File: config.mk
export PLATFORM = sky130hd
export DESIGN_NAME = alu_multicycle
export DESIGN_NICKNAME = d
export VERILOG_FILES = /design/src/rtl/alu_multicycle.sv
export SDC_FILE = /design/constraint.sdc
export NUM_CORES = 1
export LEC_CHECK = 0
export ABC_AREA = 1
export CAP_MARGIN = 5
export CORE_MARGIN = 2
export CORE_UTILIZATION = 53
export CTS_BUF_LIST = sky130_fd_sc_hd__clkbuf_8 sky130_fd_sc_hd__clkbuf_16
export CTS_CLUSTER_DIAMETER = 100
export DETAILED_ROUTE_END_ITERATION = 6
export PLACE_DENSITY = 0.78
export SLEW_MARGIN = 5
export SYNTH_ARGS = -nofsm -noshare
export SYNTH_HDL_FRONTEND = slang
export SYNTH_SLANG_ARGS = --single-unit
export TNS_END_PERCENT = 100
File: constraint.sdc
create_clock -name i_clk -period 2.17 [get_ports i_clk]
set_input_delay 0.3255 -clock i_clk [delete_from_list [all_inputs] [get_ports i_clk]]
set_output_delay 0.3255 -clock i_clk [all_outputs]
set_load 0.03 [all_outputs]
File: src/rtl/alu_multicycle.sv
// alu_multicycle: registered ALU with single-cycle logic/arith/shift ops,
// an iterative shift-add multiplier and registered signed compare flags.
module alu_multicycle #(
    parameter int WIDTH = 8
) (
    input  logic             i_clk,
    input  logic             i_rst_n,
    input  logic             i_start,
    input  logic [3:0]       i_op,
    input  logic [WIDTH-1:0] i_a,
    input  logic [WIDTH-1:0] i_b,
    output logic [WIDTH-1:0] o_out,
    output logic [WIDTH-1:0] o_out_hi,
    output logic             o_eq,
    output logic             o_lt,
    output logic             o_busy,
    output logic             o_done
);
    localparam int CW = $clog2(WIDTH) + 1;
    localparam logic [WIDTH:0] W_LIM = (WIDTH + 1)'(WIDTH);
    localparam logic [CW-1:0] LAST = CW'(WIDTH - 1);
    localparam logic [3:0] OP_MUL = 4'd8;
    typedef enum logic {S_IDLE, S_MUL} state_t;
    state_t             r_state;
    logic [CW-1:0]      r_cnt;
    logic [WIDTH-1:0]   r_mcand;
    logic [2*WIDTH-1:0] r_acc;
    logic               r_lt;
    logic               w_big;
    logic               w_lt;
    logic [WIDTH-1:0]   w_res;
    logic [WIDTH:0]     w_sum;
    logic [2*WIDTH-1:0] w_acc_nxt;
    always_comb begin
        w_big = {1'b0, i_b} >= W_LIM;
        w_lt  = $signed(i_a) < $signed(i_b);
        w_res = (i_op == 4'd0) ? i_a + i_b :
                (i_op == 4'd1) ? i_a - i_b :
                (i_op == 4'd2) ? i_a & i_b :
                (i_op == 4'd3) ? i_a | i_b :
                (i_op == 4'd4) ? i_a ^ i_b :
                (i_op == 4'd5) ? {{(WIDTH-1){1'b0}}, ^i_a} :
                (i_op == 4'd6) ? (w_big ? '0 : i_a << i_b) :
                (i_op == 4'd7) ? (w_big ? '0 : i_a >> i_b) : '0;
        // upper accumulator keeps its carry so the right shift never loses it
        w_sum     = {1'b0, r_acc[2*WIDTH-1:WIDTH]} + (r_acc[0] ? {1'b0, r_mcand} : '0);
        w_acc_nxt = {w_sum, r_acc[WIDTH-1:1]};
    end
    always_ff @(posedge i_clk or negedge i_rst_n) begin
        if (!i_rst_n) begin
            r_state  <= S_IDLE;
            r_cnt    <= '0;
            r_mcand  <= '0;
            r_acc    <= '0;
            r_lt     <= 1'b0;
            o_out    <= '0;
            o_out_hi <= '0;
            o_eq     <= 1'b0;
            o_lt     <= 1'b0;
            o_busy   <= 1'b0;
            o_done   <= 1'b0;
        end else begin
            o_done <= 1'b0;
            case (r_state)
                S_IDLE: begin
                    if (i_start && i_op == OP_MUL) begin
                        r_state <= S_MUL;
                        o_busy  <= 1'b1;
                        r_cnt   <= '0;
                        r_mcand <= i_a;
                        r_acc   <= {{WIDTH{1'b0}}, i_b};
                        r_lt    <= w_lt;
                    end else if (i_start) begin
                        o_out    <= w_res;
                        o_out_hi <= '0;
                        o_eq     <= w_res == '0;
                        o_lt     <= w_lt;
                        o_done   <= 1'b1;
                    end
                end
                S_MUL: begin
                    r_acc <= w_acc_nxt;
                    r_cnt <= r_cnt + 1'b1;
                    if (r_cnt == LAST) begin
                        r_state  <= S_IDLE;
                        o_busy   <= 1'b0;
                        o_out    <= w_acc_nxt[WIDTH-1:0];
                        o_out_hi <= w_acc_nxt[2*WIDTH-1:WIDTH];
                        o_eq     <= w_acc_nxt[WIDTH-1:0] == '0;
                        o_lt     <= r_lt;
                        o_done   <= 1'b1;
                    end
                end
                default: r_state <= S_IDLE;
            endcase
        end
    end
endmodule
==> run metrics <==
pre-CTS WS -542 ps; count of state elements after synthesis 50; most frequent cells after synthesis nand2_1 (173), inv_1 (74), nor2_1 (62); num ports 43; Congestion Overflow GR 0; Hold Path Stages 4; Distinct cells, synth 50; Slew headroom 62.5%; dominant cell type by area after synthesis dfrtp_1; area fraction of the dominant cell type after synthesis 29.7%; Placer Congestion 0.983; ratio of final minimum period to clock period 101%; clock slew at reported path FFs 100 ps; maximum clock frequency 0.457 GHz; H-tree depth 2; post-route ant nets 0; CP Max Fanout 5; nets@finish 828; placed instance count 841; row cnt 32; DR vias/cell 5.51; Worst-Skew Late Latency 320 ps; PwrDens 757 nW/um2; final number of setup-violating endpoints 2; die width 93.2 um; Finished Core Util 77.7%; met2 Usage GRT 57.5%; Worst setup SP type register; global-route wire length before repair 22,100 um; Hold Worst Slack 479 ps; Final WS setup -16.7 ps; # DRC 0; gr busiest metal met2; Root Driver clkbuf_8; Post-Syn Area 4220 um2; register area share after synthesis 29.7%; DR WL/cell 15.8 um; grt met1 use 39.1%; largest net degree at the start of global routing 51; initial antenna violation count 0; Synth Net Count 677; TritonCTS clock tree built; filler cell count 563; Synth Instances 618; Synth area leaders dfrtp_1 (30%), nand2_1 (15%), ha_1 (9.8%); initial core utilization 54.6%; clk buf depth 2; vias in the first global route 4,712; 1st-iter DRT viols 380; layout cells sized above 1 27.4%; Final min period 2190 ps; crit-path cells buf_6, nand2_4, inv_4, ha_4, inv_4, o31ai_4, inv_1, nor2_2, nor2_2, o21ai_1, inv_1, nor2_2, nor2_1, nor2_1, o21ai_1, o21ai_1; VDD IR max 0.373 mV; chip height 93.2 um; clock skew 14.0 ps; critical path's slowest cell dfrtp_1; grt met3 use 2.98%; clock sinks 50; DP HPWL 10,100 um; IO Port Bufs 42; Yosys warnings 0; Inserted Diodes 0; critical path type register to register; status complete, but fails checks; Leak 3.03 nW; Critical Path RT 2430 ps; ys flop type dfrtp_1; P&R area growth vs syn 42.4%; vias post-DR 4,808; Max Slew Vio Count 0; most common cell in the netlist nand2_1; measured slew at the worst slew-check pin 558 ps; asr flop ratio synth 100%; hold crit path type primary input to register; syn_area_per_cell 6.82 um2; Overall Global Routing Usage 32.0%; final hold vios 0; Max Cap Viol 0; violated checks negative setup slack; Total Die Area 8690 um2; crit end category register; delay of the slowest critical-path stage 450 ps; total CTS buffers 5; Pre-antenna DRT Iters 5; final wirelength 13,700 um; Post-synth EDFFs 0; Placeable Area 7730 um2; Crit path arrival time 2440 ps; RSZ-0062 raised after global routing true; fin cells 872; Reg2Reg Depth 16
-- placed cells by master (no fill, tap or decap), types with 8 or more instances in the layout --
master	instances
a21oi_1	15
a21oi_2	10
a31oi_1	8
buf_4	110
clkdlybuf4s50_1	27
dfrtp_1	50
ha_1	23
ha_4	10
inv_1	62
inv_2	17
nand2_1	171
nand3_1	52
nand4_1	8
nor2_1	52
nor2_2	11
o21ai_0	26
o21ai_1	13
-- registers in the layout (all words and copies together), names as in the netlist, 4 cells and up --
signal    flops
o_out_hi      8
o_out         8
r_cnt         4
r_acc        16
r_mcand       8
-- per-stage QoR --
stage / cell area, um2 / setup TNS [ps] / total power, mW
floorplan: 4230 / 0 / 2.82
global placement: 5420 / -3840 / 3.65
detailed placement: 5420 / -5110 / 3.74
CTS: 5820 / -25.1 / 4.41
global route: 6010 / -1220 / 4.84
finish: 6010 / -24.9 / 4.55
-- routing by layer --
metal	part of all wire (%)	wire length, um
met2	51	7030
met1	39	5290
met4	4.3	588
met5	0	0
met3	6.0	824
-- repair_timing --
item                       4_1_cts  5_1_grt
setup buffers                   17        4
setup endpoints to repair       15       18
resized for setup               48       47
cloned                           0        1
hold buffers                     0        1
hold endpoints to repair         0        2
pin swaps                       30       26
-- worst max-delay path, delay by kind of cell (launching register included) --
kind | cells | cell delay, ps
adder cells (fa/ha/maj) | 1 | 270
flip-flops | 1 | 450
AND/OR/NAND/NOR | 6 | 460
buffers and inverters | 5 | 380
AO/OA/AOI/OAI | 4 | 580
-- area by class of cell --
class	count	area [um2]	share of cell area, %
timing repair buffer	159	1350	22.5
inverter	83	319	5.31
sequential	50	1250	20.8
clock inverter	3	23.8	0.396
clock buffer	5	68.8	1.15
tap	102	128	2.12
multi-input combinational	470	2870	47.7
-- path summary, 6_finish.rpt --
path	end	slack (ps)	start
max in group asynchronous	r_acc[2]	1410	i_rst_n
min in group asynchronous	r_acc[10]	530	i_rst_n
min reg2reg	o_out_hi[0]	490	o_out_hi[0]
min	r_mcand[3]	480	i_a[3]
max reg2reg	o_out_hi[7]	-20	r_acc[0]
max	o_out_hi[7]	-20	r_acc[0]
-- cells by family (layout without fill, tap and decap cells) --
logic type	count (synthesis)	in the layout	synth area share, %
xor+xnor	11	11	2.46
flops	50	50	29.7
compound gates	97	97	13.8
buf+inv	98	250	9.17
simple gates	326	326	33.7
fa+ha+maj	36	36	11.2
-- report_power, final --
group / internal [mW] / leakage (nW) / switching, mW / total (mW)
clock: 0.231 / 0.0408 / 0.345 / 0.576
combinational: 1.00 / 2.35 / 1.47 / 2.47
sequential: 1.28 / 0.644 / 0.224 / 1.51
total: 2.51 / 3.03 / 2.03 / 4.55
Power figures use the tool's default switching activity.
